## src/rtl/div_unit.sv

```systemverilog
// div_unit: multi-cycle 32-bit restoring divider for DIV/DIVU in the EX stage.
// It produces {remainder, quotient} for HI/LO, stalls the pipeline while busy,
// pulses ready_o for one cycle with the result, and is cancelled by annul_i.
module div_unit (
  input  logic        clk,
  input  logic        rst,
  input  logic        start_i,
  input  logic        signed_i,
  input  logic [31:0] dividend_i,
  input  logic [31:0] divisor_i,
  input  logic        annul_i,
  output logic [63:0] result_o,
  output logic        ready_o,
  output logic        stall_o
);

  localparam logic [1:0] IDLE    = 2'd0;
  localparam logic [1:0] DIVZERO = 2'd1;
  localparam logic [1:0] ON      = 2'd2;
  localparam logic [1:0] END     = 2'd3;

  logic [1:0]  state, state_nxt;
  logic [5:0]  cnt;
  logic [32:0] rem_q;          // partial remainder, one guard bit
  logic [31:0] quo_q;          // dividend shifting out, quotient shifting in
  logic [31:0] divisor_q;      // |divisor| (or raw for DIVU)
  logic [31:0] dividend_raw_q; // unmodified dividend, returned on divide-by-zero
  logic        signed_q;
  logic        dvd_neg_q;
  logic        dvs_neg_q;

  logic [32:0] rem_sh;
  logic [33:0] trial;
  logic [32:0] rem_nxt;
  logic [31:0] quo_nxt;
  logic [31:0] q_fix;
  logic [31:0] r_fix;
  logic        start_ok;

  assign start_ok = start_i & ~annul_i;

  // One restoring step: shift, trial-subtract, keep or restore, then sign fix-up.
  // NOTE: every always_comb output gets a default first so no latch is inferred.
  always_comb begin
    rem_sh  = {rem_q[31:0], quo_q[31]};
    trial   = {1'b0, rem_sh} - {2'b00, divisor_q};
    rem_nxt = trial[33] ? rem_sh : trial[32:0];
    quo_nxt = {quo_q[30:0], ~trial[33]};
    q_fix   = quo_nxt;
    r_fix   = rem_nxt[31:0];
    if (signed_q && (dvd_neg_q ^ dvs_neg_q)) q_fix = -quo_nxt;
    if (signed_q && dvd_neg_q)               r_fix = -rem_nxt[31:0];
  end

  // Next-state logic; a flush always returns to IDLE.
  always_comb begin
    state_nxt = state;
    case (state)
      IDLE:    if (start_ok) state_nxt = (divisor_i == 32'd0) ? DIVZERO : ON;
      DIVZERO: state_nxt = END;
      ON:      if (cnt == 6'd31) state_nxt = END;
      END:     state_nxt = IDLE;
      default: state_nxt = IDLE;
    endcase
    if (annul_i) state_nxt = IDLE;
  end

  // Stall while a division is being accepted or computed, never during a flush.
  always_comb begin
    stall_o = 1'b0;
    if (!annul_i) stall_o = (state == IDLE && start_i) || state == ON || state == DIVZERO;
  end

  assign ready_o = (state == END);

  // State, counter and result registers; these are the only ones reset.
  // NOTE: sequential state uses non-blocking assignments so every register
  // samples the pre-edge values regardless of statement order.
  always_ff @(posedge clk) begin
    if (rst) begin
      state    <= IDLE;
      cnt      <= 6'd0;
      result_o <= 64'd0;
    end else begin
      state <= state_nxt;
      if (!annul_i) begin
        case (state)
          IDLE:    if (start_ok) cnt <= 6'd0;
          ON: begin
            cnt <= cnt + 6'd1;
            if (cnt == 6'd31) result_o <= {r_fix, q_fix};
          end
          DIVZERO: result_o <= {dividend_raw_q, 32'hFFFF_FFFF};
          default: ;
        endcase
      end
    end
  end

  // Working datapath: loaded on start and shifted each ON cycle.
  // NOTE: these registers carry no reset; they are always loaded on start
  // before being read, so a reset term would only cost logic.
  always_ff @(posedge clk) begin
    if (!rst && !annul_i) begin
      if (state == IDLE && start_ok) begin
        signed_q       <= signed_i;
        dvd_neg_q      <= dividend_i[31];
        dvs_neg_q      <= divisor_i[31];
        dividend_raw_q <= dividend_i;
        rem_q          <= 33'd0;
        quo_q          <= (signed_i && dividend_i[31]) ? -dividend_i : dividend_i;
        divisor_q      <= (signed_i && divisor_i[31])  ? -divisor_i  : divisor_i;
      end else if (state == ON) begin
        rem_q <= rem_nxt;
        quo_q <= quo_nxt;
      end
    end
  end

endmodule

```

## config.mk

```make
export PLATFORM = sky130hd
export DESIGN_NAME = div_unit
export DESIGN_NICKNAME = d
export VERILOG_FILES = /design/src/rtl/div_unit.sv
export SDC_FILE = /design/constraint.sdc
export NUM_CORES = 1
export LEC_CHECK = 0
export ABC_AREA = 0
export CORE_MARGIN = 3
export CORE_UTILIZATION = 55
export CTS_BUF_LIST = sky130_fd_sc_hd__clkbuf_4 sky130_fd_sc_hd__clkbuf_8
export DETAILED_ROUTE_END_ITERATION = 7
export PLACE_DENSITY = 0.85
export SYNTH_ARGS = -nofsm -noshare
export SYNTH_HDL_FRONTEND = slang
export SYNTH_SLANG_ARGS = --single-unit
export TNS_END_PERCENT = 30
```

## constraint.sdc

```tcl
create_clock -name clk -period 11.5 [get_ports clk]
set_clock_uncertainty 0.05 [all_clocks]
set_input_delay 3.45 -clock clk [delete_from_list [all_inputs] [get_ports clk]]
set_output_delay 3.45 -clock clk [all_outputs]
set_load 0.1 [all_outputs]
```

==> impl_metrics.json, run 1 <==
{
  "antennaDiodeCount": 0,
  "clk_pin_slew_ns": 0.06,
  "p_leak_uw": 0.00553,
  "slew_headroom_pct": 27.9,
  "end_kind": "primary output",
  "overflow": 0,
  "period_share_pct": 78.4,
  "vias": 11900,
  "cts_tree": "yes",
  "synthCells": 1473,
  "placed_area_um2": 14600,
  "synthArstFlopShare_pct": 0,
  "cts_num_sinks": 202,
  "ioPinCount": 135,
  "cts_setup_buffers": 0,
  "dr.pass1.iters": 6,
  "die_x_um": 160,
  "cts_resized": 0,
  "start_util_pct": 56.9,
  "synthFlopType": "edfxtp_1",
  "drive_above_1_share_pct": 7.49,
  "timing.final.ws_setup_ns": 2.48,
  "ys_seq_area_share_pct": 40.8,
  "rsz0062_at_grt": "false",
  "post_drt_wl_per_cell_um": 18.9,
  "worstMarginPinSlew_ns": 1.08,
  "hold_buffers": 0,
  "clock_tree.htree_level_count": 2,
  "setup_viol": 0,
  "worst_ir_drop_vdd_v": 0.000108,
  "pre_cts_ws_ns": 2.50,
  "r2r-end": "result_o[62]",
  "die_height_um": 160,
  "grt_util_met3_pct": 4.62,
  "fin_setup_tns_ns": 0,
  "worstHoldPathCells": 2,
  "antenna_found_initial": 0,
  "crit_required_ns": 8.00,
  "grt_pass1_wl_um": 57300,
  "hold_violations": 0,
  "fmax_mhz": 111,
  "grt_pass1_vias": 11100,
  "synth_area_leaders": "edfxtp_1 (30%), dfxtp_1 (11%), xor2_1 (4.8%)",
  "use_met1_pct": 36.7,
  "synth_cell_types": 86,
  "drc": 0,
  "drtAntennaViolNets": 0,
  "port_buffers": 134,
  "busiest_layer": "met2",
  "insertion_delay_ns": 0.54,
  "dp_hpwl_um": 26500,
  "p_seq_share_pct": 40.0,
  "power_frac_comb_pct": 25.3,
  "worstPathMaxFanout": 9,
  "p_switching_uw": 701,
  "power_density_nw_per_um2": 138,
  "yosys.area.top_type": "edfxtp_1",
  "totalWireLength_um": 36300,
  "cts_root_buf": "clkbuf_8",
  "core_area_um2": 23000,
  "p_int_uw": 1420,
  "synth_edf_count": 130,
  "use_met2_pct": 44.7,
  "die-area_um2": 25700,
  "synth.ff_latch_count": 202,
  "reg2reg_depth": 16,
  "grt_max_degree": 80,
  "syn_nets": 1585,
  "fin_crit_ns": 9.02,
  "track_usage_pct": 27.3,
  "fin_area_um2": 15400,
  "ff2ff_setup_slack_ns": 6.17,
  "post-synth-top-count-cell": "nor2_1",
  "worstPathArrival_ns": 5.52,
  "yosysWarnings": 0,
  "swShare_pct": 33.1,
  "status": "finished, final reports clean",
  "gp_congestion": 0.950,
  "rows": 55,
  "hold_end": "result_o[47]",
  "hp-start": "result_o[47]",
  "synthTopCellsByCount": "nor2_1 (165), nand2_1 (162), edfxtp_1 (130)",
  "areaGrowthSynthToFinish_pct": 17.5,
  "cts_made_buffers": 36,
  "drv_slew": 0,
  "hold_class": "reg -> reg",
  "clk_path_buf_depth": 3,
  "fin_nets": 1687,
  "synth_top_area_share_pct": 29.8,
  "crit-reg2reg-launch": "rem_q[5]",
  "worstSetupStartpointType": "input port",
  "via_per_inst": 6.20,
  "drtIter0Drc": 1278,
  "crit_type": "in -> out",
  "maxCapViolations": 0,
  "pwr-share-clk_pct": 34.7,
  "synth_area_um2": 13100,
  "synth_area_per_cell_um2": 8.88
}
==> power groups by stage <==
stage,Combinational (uW),Sequential [uW],Clock (uW)
after floorplan,285,959,0
after global routing,577,851,777
after CTS,531,846,742
after detailed placement,527,861,0
final,536,847,736
after global placement,516,860,0
==> per-stage QoR <==
stage	utilization (%)	hold WS (ns)	total power, uW	instances
global placement	63.4	0.390	1380	1850
detailed placement	63.4	0.401	1390	1850
floorplan	-	0.411	1240	1473
finish	66.9	0.405	2120	1916
CTS	66.9	0.409	2120	1916
global route	66.9	0.440	2200	1916
==> worst max path at each step <==
stage | start | endpoint | slack (ns) | depth (start not counted)
final | annul_i | stall_o | 2.48 | 4
after global routing | annul_i | stall_o | 2.42 | 4
after CTS | annul_i | stall_o | 2.49 | 4
after detailed placement | annul_i | stall_o | 2.50 | 4
after global placement | annul_i | stall_o | 2.53 | 4
after floorplan | annul_i | stall_o | 3.03 | 5
==> kinds of logic after synthesis <==
family | share of synthesized area (%)
mux | 2.26
fa+ha+maj | 4.17
compound gates | 20.2
flops | 40.8
xor+xnor | 8.97
simple gates | 19.2
buf+inv | 4.31
==> state kept, by name, indices dropped and copies added (netlist names) <==
signal	cells
rem_q	32
result_o	64
divisor_q	32
cnt	6
signed_q	1
quo_q	32
dvs_neg_q	1
dividend_raw_q	32
state	2
==> final cells by class <==
| type | count | area, um2 |
|---|---|---|
| clock buffers | 55 | 676 |
| clock inverters | 11 | 116 |
| fillers | 1859 | 7610 |
| inverters | 56 | 210 |
| multi-input cells | 1134 | 7210 |
| flip-flops and latches | 202 | 5350 |
| well taps | 313 | 392 |
| repair buffers | 145 | 1420 |
==> worst max-delay path: stages <==
cell and delay [ns]:
clkdlybuf4s50_1 0.54, o21bai_1 0.28, nand2_1 0.12, clkdlybuf4s50_1 1.13
==> cells in the final DEF, fill, tap and decap left out, drive strengths merged, types with 6 or more instances in the layout <==
cell type,count
a211oi,46
a21o,11
a21oi,98
a311oi,18
a31oi,22
and2,15
and3,11
buf,12
clkbuf,55
clkdlybuf4s50,133
clkinv,6
dfxtp,72
edfxtp,130
ha,42
inv,57
mux2i,25
nand2,163
nand2b,12
nand3,14
nand3b,7
nand4,15
nor2,165
nor2b,6
nor3,40
nor4,17
nor4b,6
o211ai,16
o21a,11
o21ai,97
o31a,6
o31ai,22
o41ai,10
or2,12
or3,18
or4,14
xnor2,63
xor2,71
==> per-layer routing <==
metal / share of wire [%] / up-vias / wire length, um
li1: - / 5621 / -
met1: 42 / 5618 / 15300
met2: 47 / 550 / 17100
met3: 7.4 / 88 / 2700
met4: 3.1 / 0 / 1110
met5: 0 / - / 0
No activity file was read; power rests on OpenSTA's default activity.
==> run 2: changes to the inputs <==
--- a/config.mk
+++ b/config.mk
@@ -7,10 +7,10 @@
 export LEC_CHECK = 0
 export ABC_AREA = 0
 export CORE_MARGIN = 3
-export CORE_UTILIZATION = 55
+export CORE_UTILIZATION = 54
 export CTS_BUF_LIST = sky130_fd_sc_hd__clkbuf_4 sky130_fd_sc_hd__clkbuf_8
 export DETAILED_ROUTE_END_ITERATION = 7
-export PLACE_DENSITY = 0.85
+export PLACE_DENSITY = 0.86
 export SYNTH_ARGS = -nofsm -noshare
 export SYNTH_HDL_FRONTEND = slang
 export SYNTH_SLANG_ARGS = --single-unit
==> constraint.sdc (replaced) <==
create_clock -name clk -period 8.2 [get_ports clk]
set_clock_uncertainty 0.05 [all_clocks]
set_input_delay 2.46 -clock clk [delete_from_list [all_inputs] [get_ports clk]]
set_output_delay 2.46 -clock clk [all_outputs]
set_load 0.1 [all_outputs]
==> impl_metrics.json, run 2 (synthesized netlist as in run 1, its figures left out) <==
{
  "pre_cts_ws_ns": 1.97,
  "worst_ir_drop_vdd_v": 0.000115,
  "clock_tree.htree_level_count": 2,
  "ff2ff_setup_slack_ns": 2.76,
  "drtIter0Drc": 1334,
  "p_leak_uw": 0.00551,
  "drc": 0,
  "totalWireLength_um": 36400,
  "holdWs_ns": 0.408,
  "start_util_pct": 55.4,
  "cpMaxStageDelayCell": "clkdlybuf4s50_1",
  "cpLargestDelayFamily": "buffers and inverters",
  "slew_headroom_pct": 22.4,
  "core_area_um2": 23600,
  "die-area_um2": 26100,
  "fmax_mhz": 160,
  "fin_nets": 1687,
  "cts_num_sinks": 202,
  "cts_root_buf": "clkbuf_8",
  "worstPathMaxFanout": 9,
  "largest_reg_flops": 64,
  "cts_made_buffers": 36,
  "hold_end": "result_o[60]",
  "period_share_pct": 76.0,
  "worstPathArrival_ns": 3.72,
  "cts_resized": 0,
  "top_register": "result_o",
  "port_buffers": 134,
  "hp-start": "result_o[60]",
  "reg2reg_depth": 14,
  "cp.buffers_inverters": 2,
  "ioPinCount": 135,
  "worstPathCellList": "clkdlybuf4s50_1 -> o21bai_1 -> nand2_1 -> buf_4",
  "crit-reg2reg-launch": "rem_q[10]",
  "setup_viol": 0,
  "worstHoldPathCells": 2,
  "rsz0062_at_grt": "false",
  "final_cells": 1922,
  "antenna_found_initial": 0,
  "crit_type": "in -> out",
  "dr.pass1.iters": 8,
  "clk_pin_slew_ns": 0.06,
  "post_drt_wl_per_cell_um": 18.9,
  "fin_setup_tns_ns": 0,
  "maxCapViolations": 0,
  "status": "finished, final reports clean",
  "dp_hpwl_um": 27200,
  "insertion_delay_ns": 0.54,
  "crit_required_ns": 5.69,
  "hold_violations": 0,
  "die_height_um": 162,
  "timing.final.ws_setup_ns": 1.97,
  "drive_above_1_share_pct": 7.61,
  "hold_class": "reg -> reg",
  "drtAntennaViolNets": 0,
  "grt_max_degree": 80,
  "placedCellCount": 1856,
  "power_density_nw_per_um2": 189,
  "worstMarginPinSlew_ns": 1.16,
  "end_kind": "primary output",
  "overflow": 0,
  "drv_slew": 0,
  "cts_setup_buffers": 0,
  "hold_buffers": 0,
  "final_common_cell": "nor2_1",
  "die_x_um": 162,
  "fin_crit_ns": 6.23,
  "areaGrowthSynthToFinish_pct": 17.1,
  "antennaDiodeCount": 0,
  "vias": 11900,
  "gp_congestion": 0.937,
  "layout_common_cells": "nor2_1 (163), nand2_1 (162), clkdlybuf4s50_1 (132)",
  "max_stage_delay_ns": 0.54,
  "clk_path_buf_depth": 3,
  "track_usage_pct": 27.3,
  "grt_pass1_wl_um": 58200,
  "cts_tree": "yes",
  "grt_pass1_vias": 11300,
  "via_per_inst": 6.20,
  "total_power_uw": 2900,
  "rows": 56,
  "fillers": 1855,
  "r2r-end": "result_o[63]",
  "worstSetupStartpointType": "input port"
}
## run 2: cell types whose count changed in the layout (fill, tap and decap cells not counted), sizes merged
cell | previous run | this run
bufinv | 2 | 0
buf | 12 | 13
clkinv | 6 | 8
clkdlybuf4s50 | 133 | 132
## run 2: stage by stage
step | area [um2] | util, %
6_report | 15300 | 64.9
5_1_grt | 15300 | 64.9
4_1_cts | 15300 | 64.9
3_5_place_dp | 14600 | 61.8
3_3_place_gp | 14600 | 61.8
2_1_floorplan | 13100 | -
## run 2: final cells by class
cell class	count	area [um2]	area share (%)
Clock buffer	55	669	4.37
Tap cell	319	399	2.61
Sequential cell	202	5350	34.9
Timing Repair Buffer	145	1420	9.24
Multi-Input combinational cell	1134	7210	47.1
Inverter	56	210	1.37
Clock inverter	11	67.6	0.441
## run 2: worst reg2reg max path, cell delays in order (launching register included)
cell      delay (ns)
edfxtp_1        0.48
ha_1            0.58
nand4_2         0.23
or2_4           0.31
a211oi_4        0.24
o21ai_2         0.19
nand2_2         0.20
buf_4           0.45
inv_2           0.47
or4_1           0.68
o22a_1          0.31
nand4b_1        0.26
nor3_1          0.24
mux2_2          0.36
o41ai_1         0.32
## run 2: worst max-delay path by stage
| stage | startpoint | end | slack [ns] | cells past startpoint |
|---|---|---|---|---|
| 2_1_floorplan | annul_i | quo_q[0] | 1.38 | 5 |
| 3_3_place_gp | annul_i | stall_o | 2.06 | 4 |
| 3_5_place_dp | annul_i | stall_o | 1.97 | 4 |
| 4_1_cts | annul_i | stall_o | 1.97 | 4 |
| 5_1_grt | annul_i | stall_o | 1.90 | 4 |
| 6_report | annul_i | stall_o | 1.97 | 4 |
## run 2: per-layer routing
layer / up-vias / wire [um] / global-route usage, %
li1: 5612 / - / -
met1: 5667 / 15000 / 35.9
met2: 528 / 17400 / 45.4
met3: 111 / 2750 / 5.08
met4: 0 / 1290 / 9.85
met5: - / 0 / 0
## run 2: power by group
part | total (uW) | leakage (uW) | internal, uW | switching (uW)
Combinational | 751 | 0.00334 | 244 | 507
Clock | 955 | 0.000393 | 527 | 428
Sequential | 1190 | 0.00178 | 1150 | 38.8
Total | 2900 | 0.00551 | 1920 | 974
==> run 3: changes to the inputs <==
==> constraint.sdc (replaced) <==
create_clock -name clk -period 5.2 [get_ports clk]
set_clock_uncertainty 0.05 [all_clocks]
set_input_delay 1.56 -clock clk [delete_from_list [all_inputs] [get_ports clk]]
set_output_delay 1.56 -clock clk [all_outputs]
set_load 0.1 [all_outputs]
==> impl_metrics.json, run 3 (synthesized netlist as in run 1, its figures left out) <==
{
  "vias": 12200,
  "largest_reg_flops": 64,
  "dp_hpwl_um": 28300,
  "cts_made_buffers": 35,
  "crit_type": "reg -> reg",
  "drtIter0Drc": 1331,
  "fillers": 1924,
  "areaGrowthSynthToFinish_pct": 17.9,
  "total_power_uw": 4570,
  "fmax_mhz": 211,
  "worst_ir_drop_vdd_v": 0.000190,
  "grt_pass1_wl_um": 60700,
  "die-area_um2": 26100,
  "cts_tree": "yes",
  "drv_slew": 0,
  "rsz0062_at_grt": "false",
  "fin_nets": 1700,
  "drtAntennaViolNets": 0,
  "track_usage_pct": 28.7,
  "clk_pin_slew_ns": 0.07,
  "cts_root_buf": "clkbuf_8",
  "worstPathArrival_ns": 5.11,
  "insertion_delay_ns": 0.53,
  "start_util_pct": 55.4,
  "rows": 56,
  "timing.final.ws_setup_ns": 0.470,
  "core_area_um2": 23600,
  "gp_congestion": 0.960,
  "worstSetupStartpointType": "flip-flop",
  "top_register": "result_o",
  "drive_above_1_share_pct": 8.25,
  "slew_headroom_pct": 30.6,
  "via_per_inst": 6.30,
  "grt_pass1_vias": 11700,
  "die_height_um": 162,
  "crit_required_ns": 5.58,
  "cts_resized": 0,
  "drc": 0,
  "hold_class": "reg -> reg",
  "die_x_um": 162,
  "setup_viol": 0,
  "hold_violations": 0,
  "overflow": 0,
  "antennaDiodeCount": 0,
  "worstPathMaxFanout": 14,
  "cts_num_sinks": 202,
  "totalWireLength_um": 38300,
  "final_common_cell": "nor2_1",
  "maxCapViolations": 0,
  "worstMarginPinSlew_ns": 1.04,
  "clock_tree.htree_level_count": 2,
  "clk_path_buf_depth": 3,
  "layout_common_cells": "nor2_1 (163), nand2_1 (162), clkdlybuf4s50_1 (132)",
  "dr.pass1.iters": 6,
  "port_buffers": 134,
  "status": "finished, final reports clean",
  "power_density_nw_per_um2": 296,
  "period_share_pct": 91.0,
  "ioPinCount": 135,
  "post_drt_wl_per_cell_um": 19.8,
  "end_kind": "flip-flop",
  "fin_crit_ns": 4.73,
  "p_leak_uw": 0.00558,
  "grt_max_degree": 80,
  "antenna_found_initial": 0,
  "pre_cts_ws_ns": 0.382
}
## run 3: changes by cell type in the layout (fill, tap and decap cells not counted)
cell and delta:
clkbuf_4 +3, clkinvlp_4 -2, clkinv_2 -2, clkinv_1 -1, clkbuf_8 -2, buf_12 +3
buf_4 +11, inv_8 -1, inv_6 +1
## run 3: worst max-delay path, stage by stage, from the launching register on
cell      delay (ns)
edfxtp_1        0.42
ha_1            0.48
a21oi_1         0.27
o21ai_2         0.11
a211oi_1        0.32
o311a_2         0.34
nand2_2         0.18
o21ai_0         0.40
ha_1            0.30
nand2_1         0.08
nor4_1          0.24
a31oi_1         0.20
a211oi_2        0.24
buf_4           0.18
nand4_1         0.14
o31ai_1         0.28
xor2_1          0.11
a221oi_1        0.29
## run 3: timing repair
item | in CTS | in global routing
setup buffers | 0 | 1
hold buffers | 0 | 0
setup endpoints to repair | 0 | 1
## run 3: worst paths after layout
check	startpoint	to	slack (ns)	cells past startpoint
min	result_o[60]	result_o[60]	0.41	2
max	rem_q[23]	result_o[62]	0.47	17
max reg2reg	rem_q[23]	result_o[62]	0.47	17
min reg2reg	result_o[60]	result_o[60]	0.41	2
## run 3: final cells by class
class / instances / area, um2 / share of cell area, %
clock buffer: 56 / 664 / 4.31
multi-input combinational: 1134 / 7210 / 46.8
inverter: 56 / 210 / 1.36
tap: 319 / 399 / 2.59
clock inverter: 6 / 36.3 / 0.235
sequential: 202 / 5350 / 34.6
timing repair buffer: 159 / 1560 / 10.1
## run 3: through the flow
stage	hold WS [ns]	area, um2	utilization (%)	TNS (ns)	std cells
finish	0.405	15400	65.3	0	1932
detailed placement	0.402	14700	62.3	0	1869
global route	0.454	15400	65.3	0	1932
CTS	0.410	15400	65.3	0	1931
floorplan	0.412	13100	-	-29.39	1473
global placement	0.401	14700	62.3	0	1869
## run 3: power by group
group	leakage (uW)	internal [uW]	switching, uW
logic	0.00342	394	822
registers	0.00178	1810	60.7
clock network	0.000381	813	666
## run 3: metal layers
| layer | routed length (um) | global-route usage [%] |
|---|---|---|
| met1 | 15500 | 38.5 |
| met4 | 1500 | 11.3 |
| met2 | 18300 | 47.6 |
| met5 | 0 | 0 |
| met3 | 2970 | 3.55 |
